$ cat src/rtl/uart_tx_frame_if.sv
// Host-side handshake of the UART transmitter: word valid/data in, ready/active/line/done out.
interface uart_tx_frame_if #(
  parameter int DATA_BITS = 8
);
  logic                 i_TX_DV;
  logic [DATA_BITS-1:0] i_TX_Byte;
  logic                 o_TX_Ready;
  logic                 o_TX_Active;
  logic                 o_TX_Serial;
  logic                 o_TX_Done;

  modport master (
    output i_TX_DV, i_TX_Byte,
    input  o_TX_Ready, o_TX_Active, o_TX_Serial, o_TX_Done
  );

  modport slave (
    input  i_TX_DV, i_TX_Byte,
    output o_TX_Ready, o_TX_Active, o_TX_Serial, o_TX_Done
  );
endinterface

$ cat src/rtl/uart_tx_frame.sv
// UART transmitter: LSB-first frames with optional parity, 1/2 stop bits and a one-word
// holding register so consecutive frames leave the pin with no idle gap.
module uart_tx_frame #(
  parameter int CLKS_PER_BIT = 217,
  parameter int DATA_BITS    = 8,
  parameter int PARITY       = 0,
  parameter int STOP_BITS    = 1
) (
  input logic          i_Clock,
  input logic          i_Rst_L,
  uart_tx_frame_if.slave tx
);
  localparam int CW = (CLKS_PER_BIT > 1) ? $clog2(CLKS_PER_BIT) : 1;
  localparam int IW = $clog2(DATA_BITS);

  typedef enum logic [2:0] {IDLE, START, DATA, PAR, STOP} state_e;

  state_e               state_q, state_d;
  logic [CW-1:0]        clk_cnt_q, clk_cnt_d;
  logic [IW-1:0]        bit_idx_q, bit_idx_d;
  logic                 stop_idx_q, stop_idx_d;
  logic [DATA_BITS-1:0] shift_q, shift_d;
  logic [DATA_BITS-1:0] hold_q, hold_d;
  logic                 hold_full_q, hold_full_d;
  logic                 par_q, par_d;
  logic                 fin_q, fin_d;
  logic                 serial_q, serial_d;
  logic                 active_q, active_d;
  logic                 done_q, done_d;

  logic                 accept, bit_end, last_stop, load;
  logic [DATA_BITS-1:0] load_word;

  assign accept    = tx.i_TX_DV && !hold_full_q;
  assign bit_end   = (clk_cnt_q == CW'(CLKS_PER_BIT - 1));
  assign last_stop = (state_q == STOP) && bit_end && (stop_idx_q == 1'(STOP_BITS - 1));

  always_comb begin
    state_d     = state_q;
    clk_cnt_d   = clk_cnt_q;
    bit_idx_d   = bit_idx_q;
    stop_idx_d  = stop_idx_q;
    shift_d     = shift_q;
    hold_d      = hold_q;
    hold_full_d = hold_full_q;
    par_d       = par_q;
    fin_d       = 1'b0;
    load        = 1'b0;
    load_word   = tx.i_TX_Byte;

    if (state_q == IDLE) begin
      load = accept;
    end else begin
      clk_cnt_d = bit_end ? '0 : clk_cnt_q + 1'b1;
      if (last_stop) begin
        // Frame boundary: a queued word (or one offered right now) starts without a gap.
        fin_d = 1'b1;
        if (hold_full_q) begin
          load        = 1'b1;
          load_word   = hold_q;
          hold_full_d = 1'b0;
        end else if (accept) begin
          load = 1'b1;
        end else begin
          state_d = IDLE;
        end
      end else begin
        if (accept) begin
          hold_d      = tx.i_TX_Byte;
          hold_full_d = 1'b1;
        end
        if (bit_end) begin
          case (state_q)
            START: begin
              state_d   = DATA;
              bit_idx_d = '0;
            end
            DATA: begin
              shift_d = shift_q >> 1;
              if (bit_idx_q == IW'(DATA_BITS - 1)) begin
                state_d    = (PARITY != 0) ? PAR : STOP;
                stop_idx_d = 1'b0;
              end else begin
                bit_idx_d = bit_idx_q + 1'b1;
              end
            end
            PAR: begin
              state_d    = STOP;
              stop_idx_d = 1'b0;
            end
            STOP:    stop_idx_d = stop_idx_q + 1'b1;
            default: state_d = IDLE;
          endcase
        end
      end
    end

    if (load) begin
      state_d    = START;
      clk_cnt_d  = '0;
      bit_idx_d  = '0;
      stop_idx_d = 1'b0;
      shift_d    = load_word;
      par_d      = (PARITY == 2) ? ~^load_word : ^load_word;
    end
  end

  // Pin outputs are registered from the current state, so the line lags the FSM by one edge.
  always_comb begin
    case (state_q)
      START:   serial_d = 1'b0;
      DATA:    serial_d = shift_q[0];
      PAR:     serial_d = par_q;
      default: serial_d = 1'b1;
    endcase
    active_d = (state_q != IDLE);
    done_d   = fin_q;
  end

  always_ff @(posedge i_Clock or negedge i_Rst_L) begin
    if (!i_Rst_L) begin
      state_q     <= IDLE;
      clk_cnt_q   <= '0;
      bit_idx_q   <= '0;
      stop_idx_q  <= 1'b0;
      shift_q     <= '0;
      hold_q      <= '0;
      hold_full_q <= 1'b0;
      par_q       <= 1'b0;
      fin_q       <= 1'b0;
      serial_q    <= 1'b1;
      active_q    <= 1'b0;
      done_q      <= 1'b0;
    end else begin
      state_q     <= state_d;
      clk_cnt_q   <= clk_cnt_d;
      bit_idx_q   <= bit_idx_d;
      stop_idx_q  <= stop_idx_d;
      shift_q     <= shift_d;
      hold_q      <= hold_d;
      hold_full_q <= hold_full_d;
      par_q       <= par_d;
      fin_q       <= fin_d;
      serial_q    <= serial_d;
      active_q    <= active_d;
      done_q      <= done_d;
    end
  end

  assign tx.o_TX_Ready  = !hold_full_q;
  assign tx.o_TX_Active = active_q;
  assign tx.o_TX_Serial = serial_q;
  assign tx.o_TX_Done   = done_q;
endmodule

$ cat src/flat_wrapper.sv
// flat-port wrapper written by rule: the top's interface ports become plain ports
module uart_tx_frame_flat 
#(
  parameter int CLKS_PER_BIT = 217,
  parameter int DATA_BITS    = 8,
  parameter int PARITY       = 0,
  parameter int STOP_BITS    = 1
)
  (i_Clock, i_Rst_L, tx_i_TX_DV, tx_i_TX_Byte, tx_o_TX_Ready, tx_o_TX_Active, tx_o_TX_Serial, tx_o_TX_Done);
  uart_tx_frame_if #(.DATA_BITS(DATA_BITS)) tx_i ();
  input logic i_Clock;
  input logic i_Rst_L;
  input wire logic [$bits(tx_i.i_TX_DV)-1:0] tx_i_TX_DV;
  input wire logic [$bits(tx_i.i_TX_Byte)-1:0] tx_i_TX_Byte;
  output wire logic [$bits(tx_i.o_TX_Ready)-1:0] tx_o_TX_Ready;
  output wire logic [$bits(tx_i.o_TX_Active)-1:0] tx_o_TX_Active;
  output wire logic [$bits(tx_i.o_TX_Serial)-1:0] tx_o_TX_Serial;
  output wire logic [$bits(tx_i.o_TX_Done)-1:0] tx_o_TX_Done;
  assign tx_i.i_TX_DV = tx_i_TX_DV;
  assign tx_i.i_TX_Byte = tx_i_TX_Byte;
  assign tx_o_TX_Ready = tx_i.o_TX_Ready;
  assign tx_o_TX_Active = tx_i.o_TX_Active;
  assign tx_o_TX_Serial = tx_i.o_TX_Serial;
  assign tx_o_TX_Done = tx_i.o_TX_Done;
  uart_tx_frame #(.CLKS_PER_BIT(CLKS_PER_BIT), .DATA_BITS(DATA_BITS), .PARITY(PARITY), .STOP_BITS(STOP_BITS)) u_core (.i_Clock(i_Clock), .i_Rst_L(i_Rst_L), .tx(tx_i));
endmodule
$ cat config.mk
export PLATFORM = sky130hd
export DESIGN_NAME = uart_tx_frame_flat
export DESIGN_NICKNAME = d
export VERILOG_FILES = /design/src/rtl/uart_tx_frame_if.sv /design/src/rtl/uart_tx_frame.sv /design/src/flat_wrapper.sv
export SDC_FILE = /design/constraint.sdc
export NUM_CORES = 1
export LEC_CHECK = 0
export BUFFER_PORTS_ARGS = -buffer_cell sky130_fd_sc_hd__buf_2
export CAP_MARGIN = 20
export CORE_MARGIN = 1.5
export CORE_UTILIZATION = 35
export DETAILED_ROUTE_END_ITERATION = 16
export PLACE_DENSITY = 0.55
export SYNTH_ARGS = -nofsm -noshare
export SYNTH_HDL_FRONTEND = slang
export SYNTH_SLANG_ARGS = --single-unit
$ cat constraint.sdc
create_clock -name i_Clock -period 3.93 [get_ports i_Clock]
set_input_delay 0.786 -clock i_Clock [delete_from_list [all_inputs] [get_ports i_Clock]]
set_output_delay 0.786 -clock i_Clock [all_outputs]
set_load 0.1 [all_outputs]
Word level (Yosys, flattened, before mapping) --
Cells that the tools add are included.
Cells by class: mux-type cells 40, add/subtract/negate cells 3, reduce and logical (&&, ||, !) cells 19, bitwise logic cells 3, eq/ne operators 14
Operators with widths (count):
- 8-bit two-way mux | 11
- 3-bit two-way mux | 12
- 1-bit two-way mux | 13
- 3-bit case mux with 4 select lines | 1
- 5-bit AND reduction | 2
- 3-bit nonzero test | 3
- 8-bit by 1-bit adder with 8-bit output (second input constant) | 1
- 8-bit == test (second input constant) | 1
- 8-bit XOR reduction | 1
- 3-bit by 2-bit == test with 1-bit output (second input constant) | 2
- 3-bit == test (second input constant) | 2
- 3-bit by 1-bit inequality test with 1-bit output (second input constant) | 2
- 3-bit inequality test (second input constant) | 2
- 1-bit case mux with 3 select lines | 2
- 3-bit case mux with 2 select lines | 1
- 6-bit AND reduction | 1
- 2-bit nonzero test | 3
- 4-bit by 1-bit inequality test with 1-bit output (second input constant) | 1
- 4-bit AND reduction | 1
- 4-bit nonzero test | 1
- 3-bit by 1-bit adder with 3-bit output (second input constant) | 1
- 3-bit by 1-bit == test with 1-bit output (second input constant) | 1
- 1-bit logical AND | 3
- 3-bit zero test | 1
- 8 further kinds | 10
Storage, ports and cells: word-level logic and storage cells 91, flip-flop bits (word level) 37, input bits 11, output and inout port bits 4

Logic depth before layout (Yosys ltp) --
Gate-level depths: netlist (run 1).
depth after elaboration 8, depth in mapped cells 7, depth with buffers taken out 6

Worst setup path before layout (run 1) --
No wires, ideal clock.
path type flip-flop to flip-flop, start register u_core.hold_full_q, end register u_core.bit_idx_q[0], arrival time 1.997 ns, cell stages (with the launch flop) 5, path slack 1.808 ns, period minus slack after synthesis 2.122 ns, cells stage by stage dfrtp_1 > inv_1 > o21ai_0 > a221oi_2 > mux2_2
On the way: longest elaborated chain between the ends 8
RTL lines:
- start: declaration | line uart_tx_frame.sv:24 | logic hold_full_q, hold_full_d;
- start signal: assignment | line uart_tx_frame.sv:141 | hold_full_q <= hold_full_d;
- 1-bit zero test (*)
- via tx_o_TX_Ready | line flat_wrapper.sv:15 | output wire logic [$bits(tx_i.o_TX_Ready)-1:0] tx_o_TX_Ready;
- 1-bit logical AND (*) | line uart_tx_frame.sv:34 | assign accept = tx.i_TX_DV && !hold_full_q;
- 1-bit two-way mux | line uart_tx_frame.sv:62 | end else if (accept) begin
- 1-bit two-way mux | line uart_tx_frame.sv:58 | if (hold_full_q) begin
- 1-bit two-way mux | line uart_tx_frame.sv:55 | if (last_stop) begin
- 1-bit two-way mux (*) | line uart_tx_frame.sv:51 | if (state_q == IDLE) begin
- 3-bit by 2-bit inequality test with 1-bit output (no source line), or another cell as far along
- 5-bit AND reduction (no source line)
- end signal: assignment | line uart_tx_frame.sv:137 | bit_idx_q <= bit_idx_d;
- end: declaration | line uart_tx_frame.sv:20 | logic [IW-1:0] bit_idx_q, bit_idx_d;
Mark *: on every way through the listed nets, which the timed path passes. The rest lies on a longest branch. A chain may end at the register's enable or synchronous reset.

Worst setup path after layout (run 1) --
start register u_core.bit_idx_q[0], end register u_core.bit_idx_q[0]
On the way: longest elaborated chain between the ends 7
RTL lines:
- 3-bit by 1-bit adder with 3-bit output | line uart_tx_frame.sv:84 | bit_idx_d = bit_idx_q + 1'b1;
- 3-bit two-way mux | line uart_tx_frame.sv:80 | if (bit_idx_q == IW'(DATA_BITS - 1)) begin
- 3-bit case mux with 2 select lines | line uart_tx_frame.sv:73 | case (state_q)
- 3-bit two-way mux | line uart_tx_frame.sv:72 | if (bit_end) begin
- 3-bit two-way mux | line uart_tx_frame.sv:55
- 3-bit two-way mux | line uart_tx_frame.sv:51
- 3-bit two-way mux | line uart_tx_frame.sv:98 | if (load) begin
Parallel ways exist; a longest one is shown, timed or not. The select of a mux whose other input is x is not followed.

==> results list, run 1 <==
- For the worst flop-to-flop path, the logic depth is 6.
* Gp weighted congestion: about 0.8
- HPWL reported at the end of detailed placement: 2750 um
- DR iter-0 viols: 130
* Starting density of the core: 0.369
- For this run, design rule violations remaining after detail routing come to 0.
* Layout Utilization: 0.414
* Max Freq: 466 MHz
* Number of hold-slack violations in the final timing report: 0
- Critical Path Fanout Max: 3
- Crit-path slowest cell: sky130_fd_sc_hd__a221oi_2
- Among the stages of the critical path, the cell type that occurs most often is sky130_fd_sc_hd__ha_1.
* Vias in the first global route: between 1k and 1.5k
- In this run, post-CTS hold repair placed 0 buffers.
- The count of nets left with antenna violations once routing finished came out at 0.
- Worst EP arrival: 2.32 ns
- Flip-flop and latch count after synthesis: 37
* Setup TNS: 0 ns
* Predominant post-synthesis flop cell: sky130_fd_sc_hd__dfrtp_1
- The initialized floorplan defines 27 standard-cell rows.
- Worst-case clock skew: 0.00692 ns
* Leading cell type in the layout, fill and taps excluded: sky130_fd_sc_hd__dfrtp_1
- Sequential share of the synthesized area: 0.449
- Number of distinct library cells after synthesis: 45
- Number of clock buffers inserted by TritonCTS: 5
* Result of the run: completed
- Ports: 15
- Maximum number of pins on one net before global-route repair: 38
- Crit path depth: 6
- The signal on the critical path passes through ha_1 -> ha_1 -> o21ai_1 -> o211ai_1 -> a221oi_2 -> mux2_2.
- The routed design could run at a clock period as short as 2.14 ns.
- The routed design has 3920 um of wire.
- Nets@finish: 214
- Total via count after detailed routing: around 1.4k
- At the pin with the least slew margin, the transition time is approximately 0.86 ns.
- Max-slew headroom at the worst pin: 0.429
- Buffers placed on the I/O ports in this run total 14.
* Final Worst Setup Slack: between 1.5 and 2 ns
- Number of buffers added for setup after CTS: 0
- Clock tree from TritonCTS: done
- The setup check on the worst reg-to-reg path leaves a slack of roughly 1.8 ns.
- STA classifies the critical path startpoint as a flip-flop.
- TritonCTS Sinks: 37
- Setup violations remaining at the end of the flow were counted as 0.
- Layout cells sized above 1: 0.200
- Die Height: 79.9 um
- At the worst endpoint, the required time is 4.11 ns.
- Clock latency on the worst-skew pair: 0.29 ns
* Capturing point of the worst reg2reg path: u_core.bit_idx_q[0]$_DFFE_PN0P_
- Ratio of total power to cell area: 543 nW/um2
- Setup slack at placement: 1.76 ns
* Synth Warn #: 0
* Routed vias/inst: 5.03
- Summing every instance area after synthesis gives between 2000 and 2500 um2.
- In this run the horizontal extent of the chip is between 70 and 80 um.
* Post-Synthesis Net Count: 198
- CTS placed an instance of sky130_fd_sc_hd__clkbuf_8 at the clock tree root.
* # diodes: 0
* Worst-case clock buffer depth: 2
- Placeable Area: roughly 5600 um2
- Setup repair after global routing left no endpoint under its margin.
- Yosys attributes the largest share of cell area to sky130_fd_sc_hd__dfrtp_1, sky130_fd_sc_hd__mux2i_1, sky130_fd_sc_hd__xnor2_1, sky130_fd_sc_hd__mux2_2, sky130_fd_sc_hd__ha_1.
- Start point of the critical path: u_core.bit_idx_q[0]$_DFFE_PN0P_
- Async set-reset flop share out of synthesis: 1.00
- The share of synthesized area in the top cell type comes to 0.436.
- Detailed Routing Iterations Pass 1: 5
- The initial antenna violation count was 0.
* Count of instances resized after the clock tree is built: 0
- Type of the tightest min-delay check: flip-flop to flip-flop
- Share of the cycle needed by the critical path after routing: 0.545
- Global-route usage over all layers: 0.138
- Largest stage delay on the critical path: 0.46 ns
- After detailed routing, the average wire length per cell comes to ~14 um.
- Mean instance size in the synthesized netlist: 11.3 um2
- Cell count after synthesis: around 180
* VDD IR max: 215 uV
* Critical path buffer and inverter count: 0
* Top cell family by delay on the critical path: compound AO/OA/AOI/OAI gates
- Global-route wire length before repair: 6750 um
- Max-cap violations: 0
- CTS H-Tree Depth: 2
* Final Slew Violations: 0
- Most frequent cells in the layout: sky130_fd_sc_hd__dfrtp_1, sky130_fd_sc_hd__mux2i_1, sky130_fd_sc_hd__xnor2_1
- Counting flops with a built-in enable in the synthesized netlist gives 0.
- Fill cell total of the finished layout: 568
- The critical path in this run is classified as flip-flop to flip-flop.
* Dominant cell type by area after synthesis: sky130_fd_sc_hd__dfrtp_1
- Area growth from synthesis to layout: 12.3%
- Kind of end point of the critical path: flip-flop
* Last element of the critical path: u_core.bit_idx_q[0]$_DFFE_PN0P_
- Die area: 6380 um2
- R2r startpoint: u_core.bit_idx_q[0]$_DFFE_PN0P_
* Clock-pin slew on the worst setup and hold paths: 0.08 ns
- Summed over all layers, the global routing overflow is 0.
* Leakage power total: around 1 nW
==> Yosys cell counts (2+ instances only) <==
master                      number
sky130_fd_sc_hd__and3_1          2
sky130_fd_sc_hd__nand4_1         2
sky130_fd_sc_hd__nor3_1          6
sky130_fd_sc_hd__o21ai_0         6
sky130_fd_sc_hd__o22ai_1         3
sky130_fd_sc_hd__buf_6           2
sky130_fd_sc_hd__nor3_4          3
sky130_fd_sc_hd__a21oi_1         6
sky130_fd_sc_hd__xor2_1          3
sky130_fd_sc_hd__nand3_1         2
sky130_fd_sc_hd__o2111ai_1       2
sky130_fd_sc_hd__dfrtp_1        36
sky130_fd_sc_hd__xnor2_1        17
sky130_fd_sc_hd__nor2_1         10
sky130_fd_sc_hd__a211oi_1        3
sky130_fd_sc_hd__ha_1            4
sky130_fd_sc_hd__nand2_1         6
sky130_fd_sc_hd__mux2i_1        25
sky130_fd_sc_hd__inv_1          10
sky130_fd_sc_hd__mux2_2          9
sky130_fd_sc_hd__a31oi_1         2
==> state kept, by name, summed over array words and instances (netlist names) <==
signal / flops
u_core.tx.o_TX_Serial: 1
u_core.hold_full_q: 1
u_core.par_q: 1
u_core.bit_idx_q: 3
u_core.tx.o_TX_Active: 1
u_core.done_d: 1
u_core.tx.o_TX_Done: 1
u_core.hold_q: 8
u_core.clk_cnt_q: 8
u_core.shift_q: 8
u_core.stop_idx_q: 1
u_core.state_q: 3
==> metrics by stage <==
step,instances,hold slack [ns],power [W],cell area (um2)
3_3_place_gp,264,0.352,0.000871,2190
6_report,272,0.360,0.00126,2320
3_5_place_dp,264,0.344,0.000872,2190
2_1_floorplan,183,0.331,0.000811,2070
5_1_grt,272,0.372,0.00134,2320
4_1_cts,272,0.361,0.00127,2320
==> cell type report <==
type	instances	area (um2)	share of cell area
timing repair buffer	14	70.1	0.0302
multi-input combinational	131	1060	0.458
clock buffer	5	68.8	0.0296
tap	72	90.1	0.0388
clock inverter	3	65.1	0.0280
inverter	10	37.5	0.0162
sequential	37	927	0.399
==> how the worst min path moves through the flow <==
stage,slack (ns),from,endpoint,cells after the start
5_1_grt,0.37,u_core.done_d$_DFF_PN0_,u_core.tx.o_TX_Done$_DFF_PN0_,0
2_1_floorplan,0.33,u_core.done_d$_DFF_PN0_,u_core.tx.o_TX_Done$_DFF_PN0_,0
6_report,0.36,u_core.done_d$_DFF_PN0_,u_core.tx.o_TX_Done$_DFF_PN0_,0
3_3_place_gp,0.35,u_core.done_d$_DFF_PN0_,u_core.tx.o_TX_Done$_DFF_PN0_,0
4_1_cts,0.36,u_core.done_d$_DFF_PN0_,u_core.tx.o_TX_Done$_DFF_PN0_,0
3_5_place_dp,0.34,u_core.done_d$_DFF_PN0_,u_core.tx.o_TX_Done$_DFF_PN0_,0
==> report_power, final <==
part | switching [W] | internal, W | leakage (nW)
Combinational | 0.000170 | 0.000130 | 0.499
Sequential | 0.000117 | 0.000451 | 0.405
Clock | 0.000140 | 0.000252 | 0.0681
Total | 0.000427 | 0.000833 | 0.972
==> metal layers <==
metal  track usage  part of all wire  up-vias
met5             0                 0        -
met4        0.0466             0.013        0
met3        0.0354             0.041        5
met2         0.214              0.45       24
met1         0.186              0.49      653
li1              -                 -      687
==> kinds of logic (layout without fill, tap and decap cells) <==
| family | Yosys count | after routing | synth area share |
|---|---|---|---|
| adders and majority gates | 4 | 4 | 0.0242 |
| and+or+nand+nor | 44 | 44 | 0.143 |
| xor gates and xnor gates | 20 | 20 | 0.0847 |
| buffers and inverters | 15 | 32 | 0.0369 |
| muxes | 34 | 34 | 0.170 |
| DFF | 37 | 37 | 0.449 |
| AOI/OAI and AO/OA | 29 | 29 | 0.0920 |
Note: power is estimated with default switching activity, not from simulation.
==> run 2: changes to the inputs <==
--- a/config.mk
+++ b/config.mk
@@ -5,6 +5,7 @@
 export SDC_FILE = /design/constraint.sdc
 export NUM_CORES = 1
 export LEC_CHECK = 0
+export ABC_AREA = 1
 export BUFFER_PORTS_ARGS = -buffer_cell sky130_fd_sc_hd__buf_2
 export CAP_MARGIN = 20
 export CORE_MARGIN = 1.5
==> constraint.sdc (replaced) <==
create_clock -name i_Clock -period 2.2 [get_ports i_Clock]
set_input_delay 0.44 -clock i_Clock [delete_from_list [all_inputs] [get_ports i_Clock]]
set_output_delay 0.44 -clock i_Clock [all_outputs]
set_load 0.1 [all_outputs]
==> run 2 against run 1 <==
Synthesized cell count is 67% higher. Largest cell class unchanged. Clock power grew 57%. Non-clock buffer count increased by 6. Wire length up 18%. Area after synthesis up 7.2%.
==> results list, run 2 <==
- Largest stage delay on the critical path: 0.43 ns
- Cell depth of the worst flop-to-flop path: 12
- Nets@finish: 337
- The min-delay analysis places its worst path in the category input port to async pin.
- Power spread over the standard cell area amounts to 1040 nW/um2.
- Synthesis inferred 37 register bits.
* Die Span X: 82.6 um
* Setup TNS: 0 ns
* Number of nets still failing antenna checks after routing: 0
- Final-report setup violation count: 0
* Relative contribution of sequential cells to total power: 0.385
- Dominant cell type by area after synthesis: sky130_fd_sc_hd__dfrtp_1
- Worst-case clock buffer depth: 2
- R2r startpoint: u_core.state_q[0]$_DFFE_PN0P_
- For this run, the number of Yosys warnings is 0.
- Critical Path, Cell by Cell: nor2_1 -> nand2_1 -> nor2_2 -> nand3_4 -> nand2_1 -> nand2_1 -> nand2_1 -> nand2_1 -> xnor2_1 -> nand2_1 -> nand3_1 -> nand2_1
* Internal Power: 0.00154 W
* Largest registers: u_core.clk_cnt_q: 8 flops, u_core.hold_q: 8 flops, u_core.shift_q: 8 flops
- Maximum number of pins on one net before global-route repair: 38
- Ports: 15
* Total wirelength of the detailed-routed design: 4640 um
- The synthesized netlist contains 30 unique library cells.
* Leakage power total: between 1 and 1.5 nW
- # diodes: 0
* Max-cap violations: 0
* Leading cell type in the layout, fill and taps excluded: sky130_fd_sc_hd__nand2_1
- The congestion estimate from routability-driven global placement came to 0.847.
* Area taken by flip-flops and latches: 927 um2
* Async set-reset flop share out of synthesis: 1.00
- Area growth from synthesis to layout: 11.8%
* Predominant post-synthesis flop cell: sky130_fd_sc_hd__dfrtp_1
- For this run, the total global-route usage over all layers was measured as 0.155.
- Overflow after GRT: 0
- Global-route wire length before repair: 8050 um
* HPWL reported at the end of detailed placement: 3410 um
- The layout has 658 filler cells.
- After layout, the minimum clock period comes to roughly 2.0 ns.
* Total via count after detailed routing: around 1.9k
- Number of clock buffers inserted by TritonCTS: 5
- TritonCTS built the clock tree.
- Post-Synthesis Net Count: 321
* Top cell family by delay on the critical path: simple AND/OR/NAND/NOR gates
- For this run, the share of the core covered by cells in the final layout is 0.411.
- Startpoint type of the worst setup path: flip-flop
- Multi-input gate area in the final layout: 1070 um2
* Actual slew at the worst max-slew pin: roughly 0.84 ns
- Of the total power, combinational logic draws 0.375.
- Mean instance size in the synthesized netlist: 7.24 um2
* Placeable Area: 6030 um2
- Net switching power: 0.00103 W
* Share of the cycle needed by the critical path after routing: 0.900
* Cell with the most instances after synthesis: sky130_fd_sc_hd__nand2_1
- Final Slew Violations: 0
- Clock-pin slew on the worst setup and hold paths: about 0.07 ns
- Across all register-to-register paths, the minimum setup slack is 0.22 ns.
* Result of the run: completed
- At the worst endpoint, the required time is 2.39 ns.
- Count of instances resized after the clock tree is built: 0
* Average wire length per cell after detail routing: 11.7 um
- Between clock sinks in the finished design, the worst skew comes to 0.00561 ns.
- The worst-case IR drop observed on VDD is 473 uV.
- Area fraction of the dominant cell type after synthesis: 0.407
* Critical Path Fanout Max: 9
* Worst EP arrival: approximately 2.2 ns
- TritonCTS Sinks: 37
* Critical path's most frequent cell: sky130_fd_sc_hd__nand2_1
- Die area: 6820 um2
- Detailed Routing Iterations Pass 1: 4
- CTS H-Tree Depth: 2
- The synthesized design contains 0 enable-type register cells.
- Synthesis produced a netlist whose cell count is 306.
- The number of buffers and inverters on the critical path is 0.
- Summing every instance area after synthesis gives 2220 um2.
- In this run the tool buffered the top-level ports with 14 buffer cells.
- By area the synthesized netlist is led by sky130_fd_sc_hd__dfrtp_1, sky130_fd_sc_hd__nand2_1, sky130_fd_sc_hd__inv_1, sky130_fd_sc_hd__nand4_1, sky130_fd_sc_hd__o21ai_0.
- DR iter-0 viols: 106
* Starting density of the core: 0.368
* Vias in the first global route: 1806
* Crit-path slowest cell: sky130_fd_sc_hd__dfrtp_1
- After detailed routing, the number of remaining DRC violations is 0.
- The endpoint identified for the worst register-to-register timing path is u_core.par_q$_DFFE_PN0P_.
* Standard-cell row count: 28
- In this run, post-CTS hold repair placed 0 buffers.
- In the final layout, the share of cells above drive strength 1 is 0.127.
* Number of buffers added for setup after CTS: 0
* Max-slew headroom at the worst pin: 0.443
* Number of antenna violations at the first check in global routing: 0
* Classification of the worst setup path: flip-flop to flip-flop
- Clock latency on the worst-skew pair: 0.29 ns
- Of the total power, the clock network draws 0.240.
* Kind of end point of the critical path: flip-flop
- The tree is rooted in a sky130_fd_sc_hd__clkbuf_8.
- The total count of hold-check failures in the final report was 0.
- Based on the critical path, the design can be clocked at up to 505 MHz.
- Unrepaired setup endpoints after global routing: false
- For this run, the register share of the synthesized area comes to 0.418.
- Switching share of power: 0.401
- Leaving out fill and tap cells, the most frequent cells in the layout are sky130_fd_sc_hd__nand2_1, sky130_fd_sc_hd__inv_1, sky130_fd_sc_hd__dfrtp_1.
- Most instantiated cells after synthesis: sky130_fd_sc_hd__nand2_1, sky130_fd_sc_hd__inv_1, sky130_fd_sc_hd__dfrtp_1
- Routed vias/inst: 4.74
- The die is 82.6 um tall.
## run 2: cell count changes after synthesis, sizes merged, moves of 5 or more
cell,previous run,this run
a21oi,6,13
a31oi,2,7
inv,10,40
mux2,9,0
mux2i,25,0
nand2,6,107
nand3,2,14
nand4,2,16
nor2,11,22
o21ai,7,21
xnor2,17,1
## run 2: cells by family after synthesis
| group | synth area share |
|---|---|
| flip-flops | 0.418 |
| AO/OA/AOI/OAI | 0.118 |
| AND/OR/NAND/NOR | 0.339 |
| adder cells (fa/ha/maj) | 0.0226 |
| XOR/XNOR | 0.00395 |
| buffers and inverters | 0.0982 |
## run 2: worst max-delay path by stage
stage	endpoint	slack (ns)	depth (start not counted)	start
4_1_cts	u_core.par_q$_DFFE_PN0P_	0.16	14	u_core.clk_cnt_q[0]$_DFFE_PN0P_
5_1_grt	u_core.par_q$_DFFE_PN0P_	0.02	12	u_core.state_q[0]$_DFFE_PN0P_
2_1_floorplan	u_core.par_q$_DFFE_PN0P_	0.20	13	u_core.hold_full_q$_DFFE_PN0P_
3_3_place_gp	u_core.par_q$_DFFE_PN0P_	0.29	16	u_core.clk_cnt_q[0]$_DFFE_PN0P_
3_5_place_dp	u_core.par_q$_DFFE_PN0P_	0.21	14	u_core.clk_cnt_q[0]$_DFFE_PN0P_
6_report	u_core.par_q$_DFFE_PN0P_	0.22	12	u_core.state_q[0]$_DFFE_PN0P_
## run 2: metrics by stage
| step | hold slack, ns | cell area, um2 | power [W] | cells | setup WS, ns |
|---|---|---|---|---|---|
| after global placement | 0.349 | 2360 | 0.00195 | 390 | 0.289 |
| after global routing | 0.313 | 2480 | 0.00276 | 398 | 0.0163 |
| after CTS | 0.280 | 2470 | 0.00260 | 398 | 0.162 |
| after floorplan | 0.144 | 2220 | 0.00175 | 306 | 0.196 |
| after detailed placement | 0.345 | 2360 | 0.00197 | 390 | 0.209 |
| final | 0.246 | 2480 | 0.00257 | 398 | 0.220 |
## run 2: worst register-to-register path: cells and delay by family, from the launching register on
kind	cells	cell delay, ns
xor+xnor	1	0.17
flops	1	0.43
simple gates	11	1.27
## run 2: per-layer routing
layer  wire length (um)  GRT usage  share of wire
met1               2430      0.210           0.52
met2               1980      0.234           0.43
met3                158     0.0418          0.034
met4                 70     0.0617          0.015
met5                  0          0              0
## run 2: final cells by class
| cell class | instances | area share |
|---|---|---|
| flip-flops and latches | 37 | 0.374 |
| clock inverters | 1 | 0.0121 |
| inverters | 40 | 0.0606 |
| repair buffers | 20 | 0.0480 |
| clock buffers | 7 | 0.0348 |
| well taps | 75 | 0.0379 |
| multi-input cells | 218 | 0.432 |
## run 2: power by group through the flow
stage | logic, W | clock network, W | registers, W
5_1_grt | 0.00109 | 0.000659 | 0.00101
3_5_place_dp | 0.000970 | 0 | 0.000998
3_3_place_gp | 0.000952 | 0 | 0.000998
6_report | 0.000963 | 0.000617 | 0.000988
4_1_cts | 0.000972 | 0.000639 | 0.000988
2_1_floorplan | 0.000666 | 0 | 0.00109
